## src/rtl/mux_sel_pkg.sv

```systemverilog
// Shared defaults and select-width helper for the registered N-to-1 mux.
package mux_sel_pkg;

  localparam int NUM_IN_DEF      = 31;
  localparam int WIDTH_DEF       = 2;
  localparam int DEFAULT_VAL_DEF = 1;

  // Select width: wide enough to encode NUM_IN itself, so that one
  // out-of-range code always exists. Never narrower than one bit.
  function automatic int sel_w_calc(input int n);
    int w;
    w = $clog2(n + 1);
    return (w < 1) ? 1 : w;
  endfunction

endpackage

```

## src/rtl/mux_sel_core.sv

```systemverilog
// Combinational indexed select with range check. Each legal index decodes
// to exactly its own channel; any other code yields DEFAULT_VAL and err=1.
module mux_sel_core
  import mux_sel_pkg::*;
#(
  parameter int NUM_IN      = NUM_IN_DEF,
  parameter int WIDTH       = WIDTH_DEF,
  parameter int DEFAULT_VAL = DEFAULT_VAL_DEF,
  parameter int SEL_W       = sel_w_calc(NUM_IN)
) (
  input  logic [SEL_W-1:0]        ch,
  input  logic [NUM_IN*WIDTH-1:0] inp,
  output logic [WIDTH-1:0]        data,
  output logic                    err
);

  localparam logic [WIDTH-1:0] DEF_V = WIDTH'(DEFAULT_VAL);

  // One-hot compare against every legal index; no match means out of range.
  always_comb begin
    data = DEF_V;
    err  = 1'b1;
    for (int i = 0; i < NUM_IN; i++) begin
      if (ch == SEL_W'(i)) begin
        data = inp[i*WIDTH +: WIDTH];
        err  = 1'b0;
      end
    end
  end

endmodule

```

## src/rtl/mux_sel_pipe.sv

```systemverilog
// Registered, parametrised N-to-1 mux with a handshaked manual select,
// a round-robin auto-scan mode and an out-of-range error flag.
//
// Handshake rules (both sides are plain valid/ready):
//   - Manual request side: a select transfers on a rising edge where
//     sel_valid && sel_ready. sel_ready is combinational, depends only on
//     the output register being free and mode==0, never on sel_valid.
//   - Output side: out/out_ch/sel_err transfer on a rising edge where
//     out_valid && out_ready. While out_valid && !out_ready the output
//     register holds every field, whatever the inputs do.
module mux_sel_pipe
  import mux_sel_pkg::*;
#(
  parameter  int NUM_IN      = NUM_IN_DEF,
  parameter  int WIDTH       = WIDTH_DEF,
  parameter  int DEFAULT_VAL = DEFAULT_VAL_DEF,
  localparam int SEL_W       = sel_w_calc(NUM_IN)
) (
  input  logic                    clk,
  input  logic                    rst,
  input  logic                    mode,
  input  logic                    sel_valid,
  input  logic [SEL_W-1:0]        sel,
  output logic                    sel_ready,
  input  logic [NUM_IN*WIDTH-1:0] inp,
  output logic [WIDTH-1:0]        out,
  output logic [SEL_W-1:0]        out_ch,
  output logic                    out_valid,
  input  logic                    out_ready,
  output logic                    sel_err
);

  localparam logic [SEL_W-1:0] LAST_CH = SEL_W'(NUM_IN - 1);

  logic             load;
  logic             req;
  logic [SEL_W-1:0] ch;
  logic [SEL_W-1:0] scan_ptr;
  logic [WIDTH-1:0] core_data;
  logic             core_err;

  // Handshake decode: output register free, request present, chosen index.
  always_comb begin
    load      = !out_valid || out_ready;
    req       = mode ? 1'b1 : sel_valid;
    ch        = mode ? scan_ptr : sel;
    sel_ready = load && !mode;
  end

  mux_sel_core #(
    .NUM_IN      (NUM_IN),
    .WIDTH       (WIDTH),
    .DEFAULT_VAL (DEFAULT_VAL),
    .SEL_W       (SEL_W)
  ) u_core (
    .ch   (ch),
    .inp  (inp),
    .data (core_data),
    .err  (core_err)
  );

  // Scan pointer: parked at 0 in manual mode so each scan starts at channel 0,
  // advances on every load in scan mode and wraps after the last channel.
  always_ff @(posedge clk or posedge rst) begin
    if (rst) begin
      scan_ptr <= '0;
    end else if (!mode) begin
      scan_ptr <= '0;
    end else if (load) begin
      scan_ptr <= (scan_ptr == LAST_CH) ? '0 : scan_ptr + 1'b1;
    end
  end

  // Output register: capture on load with a request, drop valid on load
  // without one, hold everything while the consumer stalls.
  always_ff @(posedge clk or posedge rst) begin
    if (rst) begin
      out       <= '0;
      out_ch    <= '0;
      out_valid <= 1'b0;
      sel_err   <= 1'b0;
    end else if (load) begin
      if (req) begin
        out       <= core_data;
        out_ch    <= ch;
        sel_err   <= core_err;
        out_valid <= 1'b1;
      end else begin
        out_valid <= 1'b0;
      end
    end
  end

endmodule

```

## config.mk

```make
export PLATFORM = sky130hd
export DESIGN_NAME = mux_sel_pipe
export DESIGN_NICKNAME = d
export VERILOG_FILES = /design/src/rtl/mux_sel_pkg.sv /design/src/rtl/mux_sel_core.sv /design/src/rtl/mux_sel_pipe.sv
export SDC_FILE = /design/constraint.sdc
export NUM_CORES = 1
export LEC_CHECK = 0
export ABC_AREA = 0
export ABC_CLOCK_PERIOD_IN_PS = 4740
export BUFFER_PORTS_ARGS = -buffer_cell sky130_fd_sc_hd__buf_2
export CORE_UTILIZATION = 35
export CTS_CLUSTER_DIAMETER = 40
export DETAILED_ROUTE_END_ITERATION = 16
export SYNTH_ARGS = -nofsm -noshare
export SYNTH_HDL_FRONTEND = slang
export SYNTH_HIERARCHICAL = 1
export SYNTH_SLANG_ARGS = --single-unit
```

## constraint.sdc

```tcl
create_clock -name clk -period 4.74 [get_ports clk]
set_input_delay 0.474 -clock clk [delete_from_list [all_inputs] [get_ports clk]]
set_output_delay 0.474 -clock clk [all_outputs]
set_load 0.02 [all_outputs]
```

==> out/results.ini, run 1 <==
[run_status]
status = completed

[finish]
area_growth_pct = 25.0
final-seq-area_um2 = 350
nFillCells = 483
multiInputGateArea_um2 = 1220
num-nets-final = 361
diodes = 0
layout-drive-gt1-share_pct = 37.1
fin_area_um2 = 2120

[routing]
num_vias = 2029
drc_errors = 0
drt_first_pass_iters = 5
viasPerCell = 6.00
drt_iter0_markers = 186
drt_wl_total_um = 5520
wire_per_inst_um = 16.3
ant_nets = 0

[worst_setup_path]
crit_buf_inv = 1
crit_path_end_kind = flop
cp_slowest_cell = mux2_2
cpPeakStageDelay_ns = 0.61
r2r_start = scan_ptr[2]
cp.required_ns = 4.87
r2r_setup_slack_ns = 1.91
reg2reg_depth = 8
crit_fanout = 35
criticalPathCategory = in -> reg
cp_cell_sequence = buf_2 -> mux2_2 -> and2_1 -> nand3_1 -> nand2_1 -> a2111oi_2 -> nor3_1 -> o32a_1 -> mux2_1
worstSetupStartpointType = input port
crit_family = multiplexers
r2r-end = out[0]
arrival_ns = 3.01

[logic_synthesis]
yosys.area.top_type = dfrtp_1
synth_cell_types = 58
synth_edf_count = 0
synth_top_area_share_pct = 20.6
async_reset_ff_share_pct = 100
yosys_warnings = 6
avgSynthCellArea_um2 = 7.75
ys_ff_latch = 14
synth_area_leaders = dfrtp_1 21%, mux2_2 9.3%, nand2_1 5.1%
netlist_area_um2 = 1700
synthFlopType = dfrtp_1
yosysSeqAreaShare_pct = 20.6
syn_nets = 293
postSynthCellCount = 219

[floorplan]
die_y_um = 71.6
die-area_um2 = 5130
core-area_um2 = 4500
fp.dieW_um = 71.6
rows = 24
io_pins = 82
start_util_pct = 37.7

[power_and_ir_drop]
finalPower_mw = 0.463
vdd_ir_drop_max_mv = 0.167
leakage_nw = 0.919
p_per_area_nw_per_um2 = 218

[sta]
fin_setup_tns_ns = 0
relSlewSlack_pct = 55.3
setup_violations = 0
worst_slew_pin_slew_ns = 0.671
rsz0062_at_grt = false
min_period_ns = 2.88
hold_violations = 0
fin_crit_sh_pct = 60.8
final.setup.worst_slack_ns = 1.86
finClkSkew_ns = 0.00548
slew_violations = 0
max_freq_mhz = 347

[place]
place_area_um2 = 2070
portBuffers = 81
gp_congestion = 0.921
hpwl_um = 4110
place_ws_ns = 1.63

[clocking]
cts_setup_buffers = 0
cts_resized = 0
clk_pin_slew_ns = 0.06
cts_tree = done
hold_buffers = 0
htree_levels = 1
cts_buffer_depth = 2
root_buffer = clkbuf_8
clock_latency_ns = 0.25
clock_sinks = 14
cts_buffers = 3

[grt]
grt_pass1_vias = 1854
grt_usage_pct = 21.6
grt_max_degree = 38
gr-total-overflow = 0
antenna_found_initial = 0
grt_pass1_wl_um = 8890

[min_path]
hold_path_class = in -> async

[job]
max-cap-violations = 0

## cells by family after synthesis
| family | after synthesis | share of synthesized area [%] |
|---|---|---|
| muxes | 20 | 13.6 |
| and+or+nand+nor | 83 | 26.0 |
| AOI/OAI and AO/OA | 76 | 31.0 |
| adders and majority gates | 2 | 1.47 |
| DFF | 14 | 20.6 |
| buffers and inverters | 24 | 7.30 |
## synth_stat cells, drive strengths merged (6+ instances only)
cell type / instances
a21oi: 14
buf: 15
dfrtp: 14
mux2: 15
nand2: 23
nand2b: 11
nand3: 7
nor2: 11
nor3: 12
o211ai: 6
o21ai: 14
## where the power goes
part	switching, mW	total (mW)	internal, mW
logic	0.116	0.202	0.0862
registers	0.00932	0.143	0.133
clock network	0.0447	0.118	0.0737
## worst max-delay path by stage
stage | startpoint | to | slack (ns) | cells after the start
2_1_floorplan | mode | out[0] | 1.98 | 11
3_3_place_gp | mode | out[0] | 1.72 | 9
3_5_place_dp | mode | out[0] | 1.63 | 9
4_1_cts | mode | out[0] | 1.88 | 9
5_1_grt | mode | out[0] | 1.69 | 9
6_report | mode | out[0] | 1.86 | 9
## placed cells by master, fill, tap and decap left out, types with 3 or more instances in the layout
cell type  instances
a21oi_1           14
a22oi_1            3
a31oi_1            4
and3_1             3
buf_2             81
clkbuf_8           4
dfrtp_1           14
inv_1              5
mux2_2            14
mux2i_1            4
nand2_1           23
nand2b_1          11
nand3_1            7
nor2_1             8
nor2b_1            4
nor3_1            12
o2111ai_1          3
o211ai_1           6
o21a_1             3
o21ai_0            9
o21ai_1            5
o22ai_1            5
o31ai_1            4
## final cells by class
type / count / area share (%)
Inverter: 6 / 1.06
Sequential cell: 14 / 16.5
Clock buffer: 4 / 2.60
Timing Repair Buffer: 81 / 19.1
Multi-Input combinational cell: 181 / 57.6
Tap cell: 52 / 3.07
## registers in the layout, summed over array words and instances, names as in the netlist
| register | cells |
|---|---|
| out_valid | 1 |
| scan_ptr | 5 |
| out | 2 |
| sel_err | 1 |
| out_ch | 5 |
## metrics by stage
stage | util (%) | hold WS [ns] | std cells
after floorplan | - | 0.363 | 219
after global placement | 45.9 | 0.491 | 334
after detailed placement | 45.9 | 0.493 | 334
after CTS | 47.1 | 0.275 | 338
after global routing | 47.1 | 0.306 | 338
final | 47.1 | 0.259 | 338
## routing by layer
layer  part of all wire, %  routed length [um]  GRT usage [%]  up-vias
met3                   8.6                 477           2.67       15
met2                    44                2440           34.0      133
met4                   1.7                  95           6.97        0
met5                     0                   0              0        -
met1                    45                2510           30.8      919
li1                      -                   -              -      962
Note: power is estimated with default switching activity, not from simulation.
==> run 2, diff against run 1 <==
- ABC_CLOCK_PERIOD_IN_PS: 4740 -> 2450
- PLACE_DENSITY: default -> 0.66
- clock period: 4.74 -> 2.45 ns (I/O delays scaled with it)
==> out/results.ini, run 2 (synthesis results as in run 1) <==
[run_status]
status = completed

[place]
placed_cells = 373  ; +12%
gp_congestion = 0.918  ; -0.38%
hpwl_um = 4820  ; +17%
place_ws_ns = -0.0803  ; -1.71 ns
place_area_um2 = 2390  ; +16%
portBuffers = 81  ; unchanged

[worst_setup_path]
crit_path_end_kind = flop
worstSetupStartpointType = flop
arrival_ns = 2.48  ; -0.53 ns
crit_fanout = 8  ; -77%
cp.required_ns = 2.58  ; -2.29 ns
criticalPathCategory = reg -> reg

[power_and_ir_drop]
power_frac_clock_pct = 23.4  ; -2.1 points
seqPwrFrac_pct = 27.9  ; -2.9 points
combinationalPowerShare_pct = 48.7  ; +5.1 points
p_per_area_nw_per_um2 = 397  ; +82%
vdd_ir_drop_max_mv = 0.344  ; +110%
leakage_nw = 1.14  ; +24%
switching_share_pct = 35.7  ; -1.0 points
p_int_mw = 0.632  ; +120%
p_sw_mw = 0.350  ; +110%
finalPower_mw = 0.982  ; +110%

[sta]
finClkSkew_ns = 0.00176  ; -0.00371 ns
setup_violations = 0  ; unchanged
final.setup.worst_slack_ns = 0.0985  ; -1.76 ns
worst_slew_pin_slew_ns = 0.572  ; -0.0987 ns
max_freq_mhz = 425
fin_setup_tns_ns = 0  ; unchanged
min_period_ns = 2.35
hold_violations = 0  ; unchanged
slew_violations = 0  ; unchanged
fin_crit_sh_pct = 96.0
relSlewSlack_pct = 61.8  ; +6.5 points
whs_ns = 0.0429  ; -0.217 ns

[routing]
viasPerCell = 5.77  ; -3.8%
drt_iter0_markers = 206  ; +11%
ant_nets = 0  ; unchanged
drc_errors = 0  ; unchanged
wire_per_inst_um = 15.7  ; -3.9%
drt_first_pass_iters = 4  ; -1
drt_wl_total_um = 5920  ; +7.2%
num_vias = 2177  ; +7.3%

[finish]
num-nets-final = 400  ; +11%
diodes = 0  ; unchanged
final_common_cell = buf_2
layout-drive-gt1-share_pct = 46.5  ; +9.4 points
fin_area_um2 = 2480  ; +17%
layout_common_cells = 81 x buf_2, 37 x buf_4, 23 x nand2_1
finalNonFillerCells = 377  ; +12%
reg_top3 = out_ch x5, scan_ptr x5, out x2
multiInputGateArea_um2 = 1260  ; +3.1%
final-seq-area_um2 = 350  ; unchanged
area_growth_pct = 45.9
nFillCells = 440  ; -8.9%
finish.utilization_pct = 55.0  ; +7.9 points

[clocking]
cts_setup_buffers = 0  ; unchanged
cts_resized = 0  ; unchanged
cts_buffer_depth = 2  ; unchanged
hold_buffers = 0  ; unchanged
clock_sinks = 14  ; unchanged
htree_levels = 1  ; unchanged
cts_buffers = 3  ; unchanged
root_buffer = clkbuf_8
cts_tree = done
clk_pin_slew_ns = 0.06  ; about the same
clock_latency_ns = 0.25  ; about the same

[grt]
grt_pass1_vias = 2048  ; +10%
grt_pass1_wl_um = 9690  ; +8.9%
gr-total-overflow = 0  ; unchanged
grt_usage_pct = 23.6  ; +1.9 points
antenna_found_initial = 0  ; unchanged
grt_max_degree = 15  ; -61%

[floorplan]
rows = 24  ; unchanged
core-area_um2 = 4500  ; unchanged
io_pins = 82  ; unchanged
die-area_um2 = 5130  ; unchanged
start_util_pct = 37.7  ; unchanged
fp.dieW_um = 71.6  ; unchanged
die_y_um = 71.6  ; unchanged

[job]
max-cap-violations = 0  ; unchanged

[min_path]
hold_path_class = in -> async

[run 2: per-layer routing]
| metal | GRT usage, % | wire (um) |
|---|---|---|
| met5 | 0 | 0 |
| met4 | 7.84 | 156 |
| met3 | 2.25 | 492 |
| met2 | 38.7 | 2720 |
| met1 | 32.5 | 2550 |
[run 2: area by class of cell]
class,count,area share (%)
Inverter,6,0.910
Multi-Input combinational cell,181,50.9
Clock buffer,4,2.22
Sequential cell,14,14.1
Timing Repair Buffer,120,29.2
Tap cell,52,2.63
[run 2: power groups by stage]
stage | logic, mW | clock network [mW] | registers, mW
after floorplan | 0.239 | 0 | 0.306
after global placement | 0.459 | 0 | 0.279
after detailed placement | 0.465 | 0 | 0.277
after CTS | 0.467 | 0.237 | 0.274
after global routing | 0.518 | 0.246 | 0.277
final | 0.478 | 0.230 | 0.274
[run 2: final timing paths]
check	depth (start not counted)	start	slack, ns	to
min	2	rst	0.04	out_ch[2]
max reg2reg	8	scan_ptr[0]	0.1	out[0]
max	8	scan_ptr[0]	0.1	out[0]
max in group asynchronous	2	rst	2.03	out_ch[1]
min in group clk	3	sel_valid	0.21	out_valid
min reg2reg	1	out[0]	0.49	out[0]
[run 2: critical path: stages (launching register included)]
cell and delay, ns:
dfrtp_1 0.38, mux2_4 0.32, buf_4 0.16, mux4_2 0.42, nand2_1 0.07, and3_1 0.16, nor3_1 0.06, o32a_1 0.36
mux2_1 0.29
